<file path="src/rtl/ram_stream_reader_pkg.sv">
// ram_stream_reader_pkg: FSM state encodings and default widths for the RAM burst reader
package ram_stream_reader_pkg;
  localparam int AW_DEF = 16;
  localparam int DW_DEF = 16;
  localparam int LW_DEF = 16;
  localparam logic [1:0] S_IDLE  = 2'd0;
  localparam logic [1:0] S_RUN   = 2'd1;
  localparam logic [1:0] S_DRAIN = 2'd2;
  localparam logic [1:0] S_DONE  = 2'd3;
endpackage

</file>
<file path="src/rtl/ram_stream_reader_fifo.sv">
// stream_fifo2: 2-entry valid/ready FIFO with registered head
//   in_valid/in_ready/in_data   : push side (push accepted when full if a pop happens too)
//   out_valid/out_ready/out_data: pop side, out_data is the head register
//   count                       : current occupancy 0..2
module stream_fifo2 #(
  parameter int W = 17
) (
  input  logic         clk,
  input  logic         rst_n,
  input  logic         in_valid,
  output logic         in_ready,
  input  logic [W-1:0] in_data,
  output logic         out_valid,
  input  logic         out_ready,
  output logic [W-1:0] out_data,
  output logic [1:0]   count
);
  logic [W-1:0] head_q, head_d, tail_q, tail_d;
  logic [1:0] cnt_q, cnt_d;
  logic push, pop, load_head;
  assign out_valid = cnt_q != 2'd0;
  assign out_data  = head_q;
  assign count     = cnt_q;
  assign pop       = out_valid & out_ready;
  assign in_ready  = (cnt_q != 2'd2) | out_ready;
  assign push      = in_valid & in_ready;
  // Head reloads when it empties-then-refills or is popped with a successor available.
  assign load_head = (pop & ((cnt_q == 2'd2) | push)) | (push & (cnt_q == 2'd0));
  always_comb begin
    head_d = load_head ? ((pop & (cnt_q == 2'd2)) ? tail_q : in_data) : head_q;
    tail_d = (push & ((cnt_q == 2'd2) | ((cnt_q == 2'd1) & !pop))) ? in_data : tail_q;
    cnt_d  = cnt_q + {1'b0, push} - {1'b0, pop};
  end
  always_ff @(posedge clk or negedge rst_n) begin
    if (!rst_n) begin
      head_q <= '0;
      tail_q <= '0;
      cnt_q  <= '0;
    end else begin
      head_q <= head_d;
      tail_q <= tail_d;
      cnt_q  <= cnt_d;
    end
  end
endmodule

</file>
<file path="src/rtl/ram_stream_reader.sv">
// ram_stream_reader: burst reader walking len words from base into a valid/ready stream
//   start/base/len : burst request (sampled in IDLE), first address, word count (0 = empty)
//   busy/done      : burst in progress / one-cycle completion pulse
//   raddr/rdata    : combinational-read RAM port
//   out_valid/out_ready/out_data/out_last : output stream, last tags the final word
module ram_stream_reader
  import ram_stream_reader_pkg::*;
#(
  parameter int AW = AW_DEF,
  parameter int DW = DW_DEF,
  parameter int LW = LW_DEF
) (
  input  logic          clk,
  input  logic          rst_n,
  input  logic          start,
  input  logic [AW-1:0] base,
  input  logic [LW-1:0] len,
  output logic          busy,
  output logic          done,
  output logic [AW-1:0] raddr,
  input  logic [DW-1:0] rdata,
  output logic          out_valid,
  input  logic          out_ready,
  output logic [DW-1:0] out_data,
  output logic          out_last
);
  logic [1:0] state_q, state_d;
  logic [AW-1:0] raddr_q, raddr_d;
  logic [LW-1:0] rem_q, rem_d;
  logic empty_q, empty_d;
  logic f_in_ready, f_valid, fetch, pop, drained, last_word;
  logic [1:0] f_cnt;
  logic [DW:0] f_data;
  assign last_word = rem_q == LW'(1);
  assign fetch     = (state_q == S_RUN) & f_in_ready;
  assign pop       = f_valid & out_ready;
  // FIFO is empty after this edge, counting a pop of the final word this cycle.
  assign drained   = (f_cnt == 2'd0) | ((f_cnt == 2'd1) & pop);
  stream_fifo2 #(.W(DW + 1)) u_fifo (
    .clk      (clk),
    .rst_n    (rst_n),
    .in_valid (fetch),
    .in_ready (f_in_ready),
    .in_data  ({last_word, rdata}),
    .out_valid(f_valid),
    .out_ready(out_ready),
    .out_data (f_data),
    .count    (f_cnt)
  );
  always_comb begin
    state_d = state_q;
    raddr_d = raddr_q;
    rem_d   = rem_q;
    empty_d = empty_q;
    case (state_q)
      S_IDLE: if (start) begin
        raddr_d = base;
        rem_d   = len;
        empty_d = len == '0;
        state_d = (len == '0) ? S_DONE : S_RUN;
      end
      S_RUN: if (fetch) begin
        raddr_d = raddr_q + AW'(1);
        rem_d   = rem_q - LW'(1);
        state_d = last_word ? S_DRAIN : S_RUN;
      end
      S_DRAIN: state_d = drained ? S_DONE : S_DRAIN;
      default: state_d = S_IDLE;
    endcase
  end
  always_ff @(posedge clk or negedge rst_n) begin
    if (!rst_n) begin
      state_q <= S_IDLE;
      raddr_q <= '0;
      rem_q   <= '0;
      empty_q <= 1'b0;
    end else begin
      state_q <= state_d;
      raddr_q <= raddr_d;
      rem_q   <= rem_d;
      empty_q <= empty_d;
    end
  end
  assign raddr     = raddr_q;
  assign done      = state_q == S_DONE;
  // An empty burst still shows busy for its single DONE cycle.
  assign busy      = (state_q == S_RUN) | (state_q == S_DRAIN) | ((state_q == S_DONE) & empty_q);
  assign out_valid = f_valid;
  assign out_data  = f_data[DW-1:0];
  assign out_last  = f_valid & f_data[DW];
endmodule

</file>
<file path="config.mk">
export PLATFORM = sky130hd
export DESIGN_NAME = ram_stream_reader
export DESIGN_NICKNAME = d
export VERILOG_FILES = /design/src/rtl/ram_stream_reader_pkg.sv /design/src/rtl/ram_stream_reader_fifo.sv /design/src/rtl/ram_stream_reader.sv
export SDC_FILE = /design/constraint.sdc
export NUM_CORES = 1
export LEC_CHECK = 0
export ABC_AREA = 0
export BUFFER_PORTS_ARGS = -buffer_cell sky130_fd_sc_hd__buf_4
export CORE_MARGIN = 1
export CORE_UTILIZATION = 30
export CTS_CLUSTER_DIAMETER = 100
export DETAILED_ROUTE_END_ITERATION = 8
export SLEW_MARGIN = 0
export SYNTH_ARGS = -nofsm -noshare
export SYNTH_HDL_FRONTEND = slang
export SYNTH_HIERARCHICAL = 1
export SYNTH_SLANG_ARGS = --single-unit
</file>
<file path="constraint.sdc">
create_clock -name clk -period 6.05 [get_ports clk]
set_input_delay 0 -clock clk [delete_from_list [all_inputs] [get_ports clk]]
set_output_delay 0 -clock clk [all_outputs]
set_load 0.05 [all_outputs]
</file>
Word-level counts from Yosys, hierarchy flattened
Cells that the tools add are included.

$add $sub $neg: 4. Equality and inequality tests: 9. Muxes and demuxes: 13. Bitwise gates (word level): 18. Reductions and logical operators: 9.

Operators with widths (count): $mux 16 (4); $pmux 16 s2 (2); $mux 17 (1); $add 16x1->16 const B (1); $eq 16x1->1 const B (1); $logic_not 16->1 (1); $sub 16x1->16 const B (1); $and 1x1->1 (11); $mux 2 (4); $or 1x1->1 (7); $eq 2x2->1 const B (3); $pmux 2 s3 (1); $eq 2x1->1 const B (2); $logic_not 2->1 (2); $ne 2x2->1 const B (2); $reduce_and 2->1 (2); $reduce_bool 2->1 (2); $reduce_and 3->1 (1); $add 2x1->2 (1); $ne 2x1->1 const B (1); $sub 2x1->2 (1); $logic_not 1->1 (1); $mux 1 (1).

Register bits after elaboration: 71. Bits of input ports: 52. Output and inout port bits: 36. Logic and storage cells: 60.

Logic depth before layout (Yosys ltp)
Gate-level depths: netlist of the first run.

Depth in word-level cells: 7. Depth in mapped cells: 10. Mapped depth without buffers: 9.

Modules after synthesis
Netlist of the first run, hierarchy kept.

By module, submodules not included: ram_stream_reader (instances 1, cells each 282, area each 2423.6 µm², sequential area each 875.8 µm²); stream_fifo2 (instances 1, cells each 107, area each 1689.1 µm², sequential area each 900.9 µm²).

Worst setup path after synthesis of the first run
Ideal clock, no wire load.

Kind: register to register. From: reg u_fifo.cnt_q[1], in the netlist u_fifo/count[1]. To: reg raddr_q[9], in the netlist raddr[9]. Arrival time: 1.890 ns. Data required time: 5.913 ns. Setup slack: 4.024 ns. Cell stages (with the launch flop): 9. Period minus slack after synthesis: 2.026 ns. Cells stage by stage: dfrtp_1 -> buf_6 -> or3b_2 -> mux2_2 -> and2_1 -> buf_2 -> buf_2 -> o22ai_1 -> a21oi_1.

Cells in the longest elaborated chain, start to end: 5.

Ends and longest elaborated chain: start: declaration (line ram_stream_reader_fifo.sv:19) `logic [1:0] cnt_q, cnt_d;`; start signal: assignment (line ram_stream_reader_fifo.sv:42) `cnt_q <= cnt_d;`; $ne 2x2->1 (line ram_stream_reader_fifo.sv:25) `assign in_ready = (cnt_q != 2'd2) | out_ready;`; $or 1x1->1 (line ram_stream_reader_fifo.sv:25); named net f_in_ready (line ram_stream_reader.sv:31) `logic f_in_ready, f_valid, fetch, pop, drained, last_word;`; $and 1x1->1 (line ram_stream_reader.sv:35) `assign fetch = (state_q == S_RUN) & f_in_ready;`; $ne 2x1->1 (no line); $reduce_and 3->1 (no line); end signal: assignment (line ram_stream_reader.sv:79) `raddr_q <= raddr_d;`; end: declaration (line ram_stream_reader.sv:28) `logic [AW-1:0] raddr_q, raddr_d;`.

The timed path passes the listed nets, and every way through them passes these cells. A chain may end at the register's enable or synchronous reset.

Worst setup path in the final report of the first run
From: reg state_q[1]. To: reg rem_q[3].

Cells in the longest elaborated chain, start to end: 4. Elaborated cells between the ends (all ways): 8. Those cells by class: eq/ne (3); mux (1); bitwise (1); reduce/logical (3).

Ends and longest elaborated chain: start: declaration (line ram_stream_reader.sv:27) `logic [1:0] state_q, state_d;`; start signal: assignment (line ram_stream_reader.sv:78) `state_q <= state_d;`; $eq 2x1->1 (line ram_stream_reader.sv:35, ram_stream_reader.sv:55); $and 1x1->1 (line ram_stream_reader.sv:35); $ne 2x1->1 (no line); $reduce_and 3->1 (no line); end signal: assignment (line ram_stream_reader.sv:80) `rem_q <= rem_d;`; end: declaration (line ram_stream_reader.sv:29) `logic [LW-1:0] rem_q, rem_d;`.

Parallel ways exist; a longest one is shown, timed or not.

==> impl_metrics.ini, run 1 <==
[status]
status = completed

[floorplan]
fp-row-count = 42
start_util_pct = 30.9
coreArea_mm2 = 0.0133
die_w_um = 119
die_y_um = 119
die_area_mm2 = 0.0142
io_pins = 88

[critical_path]
end_kind = register
critPathMaxFanout = 53
path_cells = inv_1 -> ha_1 -> buf_4 -> mux2_2 -> and2_1 -> o21ai_0 -> o2bb2ai_1
worst_path_max_delay_cell = and2_1
reg2reg_slack_ns = 3.14
worstSetupPathType = reg -> reg
rr_worst_depth = 7
reg2reg_from = state_q[1]$_DFFE_PN0P_
cp.arrival_ns = 3.11
slowest_delay_ns = 0.83
r2r_end = rem_q[3]$_DFFE_PN0P_
worstSetupStartpoint = state_q[1]$_DFFE_PN0P_
crit_required_ns = 6.25
worst_setup_path_start_kind = register

[min_path]
hold_path.class = in -> reg
min_delay_path_depth = 4
hold_start = start
hold_end = raddr[13]$_DFFE_PN0P_

[logic_synthesis]
ys_seq_area_share_pct = 43.2
syn-mean-instance-area_um2 = 10.6
synth_top_area_cell = dfrtp_1
synth_area_leaders = dfrtp_1 (43%), mux2_2 (12%), mux2_4 (3.7%), a21oi_1 (3.2%), ha_1 (2.7%)
yosys.area.top_type_share_pct = 43.2
yosys_register_bits = 71
ys_types = 63
synth_most_common_cell = dfrtp_1
synthTopCellsByCount = dfrtp_1 (71), mux2_2 (43), a21oi_1 (26), nand2_1 (22), nor2_1 (22)
synthArstFlopShare_pct = 100
ys.flop_type = dfrtp_1
syn_inst = 389
yosysWarningCount = 6
syn-num-nets = 450
netlist_area_mm2 = 0.00411
synth_edf_count = 0

[sta]
whs_ns = 0.0160
maxSlewViolCount = 0
setup_violations = 0
fmaxAchievable_mhz = 343
max_slew_margin_pct = 34.5
rsz0062_at_grt = no
clock_skew_ns = 0.00434
finalHoldViolCount = 0
fin_crit_sh_pct = 48.1
setup_tns_ns = 0
finalCriticalPeriod_ns = 2.91
max_slew.worst_pin.slew_ns = 0.982

[global_route]
grt_pass1_vias = 3468
antenna_found_initial = 0
grt_start_max_net_pins = 72
grt_usage_pct = 15.7
overflow = 0
grt_pass1_wl_um = 17700

[final_layout]
n_fill_cell = 1300
n_antenna_cell = 0
stdcell_count = 682
fin_nets = 562
utilization_pct = 41.5
seqCellArea_mm2 = 0.00178
multi_input_area_mm2 = 0.00216
drive_above_1_share_pct = 33.4
syn2layout_area_growth_pct = 34.3

[route]
routed_via_density = 5.20
routed-via-count = 3544
wl_per_cell_um = 15.8
ant_nets = 0
first_pass_iters = 4
drc_errors = 0
drtIter0Drc = 233
wirelength_um = 10800

[flow_run]
drv_cap = 0

[clocking]
cts_inserted_buffers = 9
cts_root_buf = clkbuf_16
htreeDepth = 3
cts_resized = 0
cts.path.max_buffers = 2
clk_latency_ns = 0.34
postCtsSetupBuffers = 0
cts.clk_slew.worst_paths_ns = 0.06
cts_tree = built
clkSinkCount = 71

[power_and_ir_drop]
power_density_mw_per_mm2 = 601
peakVddDrop_mv = 0.211
totalPowerFinal_uw = 3320
p_leak_uw = 0.00239

[place]
port_buffers = 87
gp_congestion = 0.787
hpwl_um = 7290
dpl.cell_count = 630
## critical path, delay by kind of cell (launching register included)
| kind | cells | cell delay (ns) |
|---|---|---|
| fa+ha+maj | 1 | 0.14 |
| buf+inv | 2 | 0.54 |
| flops | 1 | 0.41 |
| mux | 1 | 0.43 |
| simple gates | 1 | 0.83 |
| compound gates | 2 | 0.39 |
## state kept, by name (all words and copies together) (netlist names)
| name | cells |
|---|---|
| u_fifo/tail_q | 17 |
| state_q | 2 |
| raddr | 16 |
| u_fifo/out_data | 17 |
| u_fifo/count | 2 |
| empty_q | 1 |
| rem_q | 16 |
## layout make-up
| type | count | share of cell area (%) |
|---|---|---|
| clock buffer | 10 | 4.15 |
| clock inverter | 6 | 1.27 |
| inverter | 11 | 0.748 |
| multi-input combinational | 284 | 39.2 |
| sequential | 71 | 32.2 |
| tap | 176 | 3.99 |
| timing repair buffer | 124 | 18.5 |
## cell families (layout without fill, tap and decap cells)
logic type	Yosys count	in the layout	share of synthesized area [%]
XOR/XNOR	2	2	0.426
flip-flops	71	71	43.2
buffers and inverters	34	151	4.17
multiplexers	61	61	17.4
AND/OR/NAND/NOR	122	122	17.3
AO/OA/AOI/OAI	90	90	14.8
adder cells (fa/ha/maj)	9	9	2.74
## metal layers
metal / wire length [µm] / track usage [%] / part of all wire [%]
met1: 4980 / 21.5 / 46
met2: 5090 / 24.3 / 47
met3: 612 / 3.59 / 5.7
met4: 102 / 4.98 / 0.95
met5: 0 / 0 / 0
## stage by stage
stage / setup slack (ns) / instance area [µm²]
floorplan: 4.02 / 4110
global placement: 3.26 / 4860
detailed placement: 3.16 / 4860
CTS: 3.15 / 5520
global route: 2.85 / 5520
finish: 3.14 / 5520
## worst max-delay path by stage
stage	endpoint	slack (ns)	cells after the start
floorplan	raddr[9]$_DFFE_PN0P_	4.02	8
global placement	rem_q[3]$_DFFE_PN0P_	3.26	7
detailed placement	rem_q[15]$_DFFE_PN0P_	3.16	7
CTS	rem_q[15]$_DFFE_PN0P_	3.15	7
global route	rem_q[15]$_DFFE_PN0P_	2.85	7
finish	rem_q[3]$_DFFE_PN0P_	3.14	7
## cells in the final DEF (no fill, tap or decap), types with 3 or more instances in the layout
cell	count
mux2_4	10
nand2b_1	3
nand4_1	16
and3_1	3
mux2_2	43
inv_1	10
nor3_1	8
o21ai_0	11
nand2_1	22
mux2i_1	8
a2bb2oi_1	7
clkbuf_16	9
clkinvlp_4	3
and4_1	4
ha_1	9
and2_1	7
a21oi_1	26
nor2_1	22
dlygate4sd3_1	36
o22ai_1	16
dfrtp_1	71
buf_4	88
nand3_1	13
nor4_1	7
## report_power, final
part / total [µW] / internal (µW) / leakage (µW) / switching [µW]
combinational: 1810 / 732 / 0.00142 / 1080
clock: 537 / 321 / 0.000135 / 216
sequential: 967 / 715 / 0.000831 / 252
total: 3320 / 1770 / 0.00239 / 1550
## what timing repair did
action                                  in CTS  in global routing
hold buffers                                36                  0
endpoints found under the hold margin      106                  0
endpoints found under the setup margin       0                  0
(Power assumes the default switching activity.)
==> inputs of run 2 (changes only) <==
- clock period: 6.05 -> 2.93 ns (I/O delays scaled with it)
==> impl_metrics.ini, run 2 (same netlist as run 1, synthesis figures left out) <==
[status]
status = completed

[final_layout]
layout_commonest_cell = buf_4
syn2layout_area_growth_pct = 37.2
n_antenna_cell = 0
layout_common_cells = buf_4 (96), dfrtp_1 (71), mux2_2 (43)
stdcell_count = 690
drive_above_1_share_pct = 34.8
fin_nets = 570

[critical_path]
cp.arrival_ns = 2.86
critPathMaxFanout = 52
worstSetupPathType = reg -> reg
end_kind = register
worst_setup_path_start_kind = register
crit_required_ns = 3.17

[place]
hpwl_um = 7350
dpl.cell_count = 638
gp_congestion = 0.823
port_buffers = 87

[global_route]
grt_start_max_net_pins = 72
grt_pass1_wl_um = 18400
antenna_found_initial = 0
grt_pass1_vias = 3601
grt_usage_pct = 16.3
overflow = 0

[sta]
finalCriticalPeriod_ns = 2.62
max_slew.worst_pin.slew_ns = 0.916
finalHoldViolCount = 0
max_slew_margin_pct = 39.0
maxSlewViolCount = 0
rsz0062_at_grt = no
fin_crit_sh_pct = 89.4
setup_violations = 0
setup_tns_ns = 0
fmaxAchievable_mhz = 382
clock_skew_ns = 0.00481

[floorplan]
start_util_pct = 30.9
fp-row-count = 42
coreArea_mm2 = 0.0133
die_area_mm2 = 0.0142
io_pins = 88
die_w_um = 119
die_y_um = 119

[route]
ant_nets = 0
drtIter0Drc = 232
wl_per_cell_um = 15.8
routed-via-count = 3568
first_pass_iters = 4
drc_errors = 0
wirelength_um = 10900
routed_via_density = 5.17

[clocking]
cts_tree = built
postCtsSetupBuffers = 0
cts_root_buf = clkbuf_16
clk_latency_ns = 0.33
cts.clk_slew.worst_paths_ns = 0.06
cts.path.max_buffers = 2
htreeDepth = 3
cts_inserted_buffers = 9
clkSinkCount = 71

[power_and_ir_drop]
swShare_pct = 45.0
switchingPower_uw = 3220
seqPwrFrac_pct = 27.9
p_int_uw = 3930
power_density_mw_per_mm2 = 1270
p_leak_uw = 0.00246
power_frac_comb_pct = 54.1
clkPwrFrac_pct = 18.0
peakVddDrop_mv = 0.452

[min_path]
hold_path.class = in -> reg

[flow_run]
drv_cap = 0
==> run 2: worst paths after layout <==
kind	startpoint	end	slack [ns]	cells after the start
setup / recovery	state_q[1]$_DFFE_PN0P_	raddr[14]$_DFFE_PN0P_	0.31	7
hold / removal	len[8]	rem_q[8]$_DFFE_PN0P_	0.01	3
setup reg to reg	state_q[1]$_DFFE_PN0P_	raddr[14]$_DFFE_PN0P_	0.31	7
hold reg to reg	u_fifo/tail_q[0]$_DFFE_PN0P_	u_fifo/tail_q[0]$_DFFE_PN0P_	0.50	1
max in group asynchronous	rst_n	rem_q[14]$_DFFE_PN0P_	1.99	2
min in group asynchronous	rst_n	u_fifo/tail_q[9]$_DFFE_PN0P_	0.34	2
==> run 2: critical path: stages, from the launching register on <==
cell,delay [ns]
dfrtp_1,0.42
inv_1,0.09
ha_1,0.17
buf_4,0.48
clkinvlp_4,0.48
nand3_1,0.55
o22ai_1,0.17
nor3_1,0.17
==> run 2: repair_timing <==
action / CTS / global route
endpoints found under the hold margin: 106 / 0
hold buffers: 36 / 0
gates resized for setup: 0 / 1
endpoints found under the setup margin: 0 / 12
==> run 2: layout make-up <==
cell class,count,area [µm²]
clock inverters,6,116
well taps,176,220
inverters,11,45.0
repair buffers,132,1080
flip-flops and latches,71,1780
multi-input cells,284,2160
clock buffers,10,239
fillers,1251,7650
==> run 2: power groups by stage <==
| stage | registers (µW) | logic, µW | clock network [µW] |
|---|---|---|---|
| after floorplan | 2610 | 2190 | 0 |
| after global placement | 1970 | 3750 | 0 |
| after detailed placement | 2000 | 3820 | 0 |
| after CTS | 1990 | 3870 | 1320 |
| after global routing | 2070 | 4210 | 1370 |
| final | 1990 | 3870 | 1290 |
==> run 2: per-stage QoR <==
step	setup WS, ns	power (µW)	cell area [µm²]	utilization [%]	hold WS (ns)
final	0.310	7150	5640	42.4	0.0125
after global routing	0.0451	7650	5640	42.4	0.0383
after CTS	0.161	7190	5640	42.4	0.00255
after detailed placement	0.183	5830	4920	37.0	0.198
after global placement	0.292	5720	4920	37.0	0.190
after floorplan	0.904	4800	4110	-	-0.296
==> run 2: per-layer routing <==
metal	global-route usage (%)	vias up	wire [µm]	share of wire (%)
met3	3.83	14	594	5.4
li1	-	1716	-	-
met1	21.4	1726	5010	46
met4	4.83	0	116	1.1
met5	0	-	0	0
met2	26.4	112	5200	48
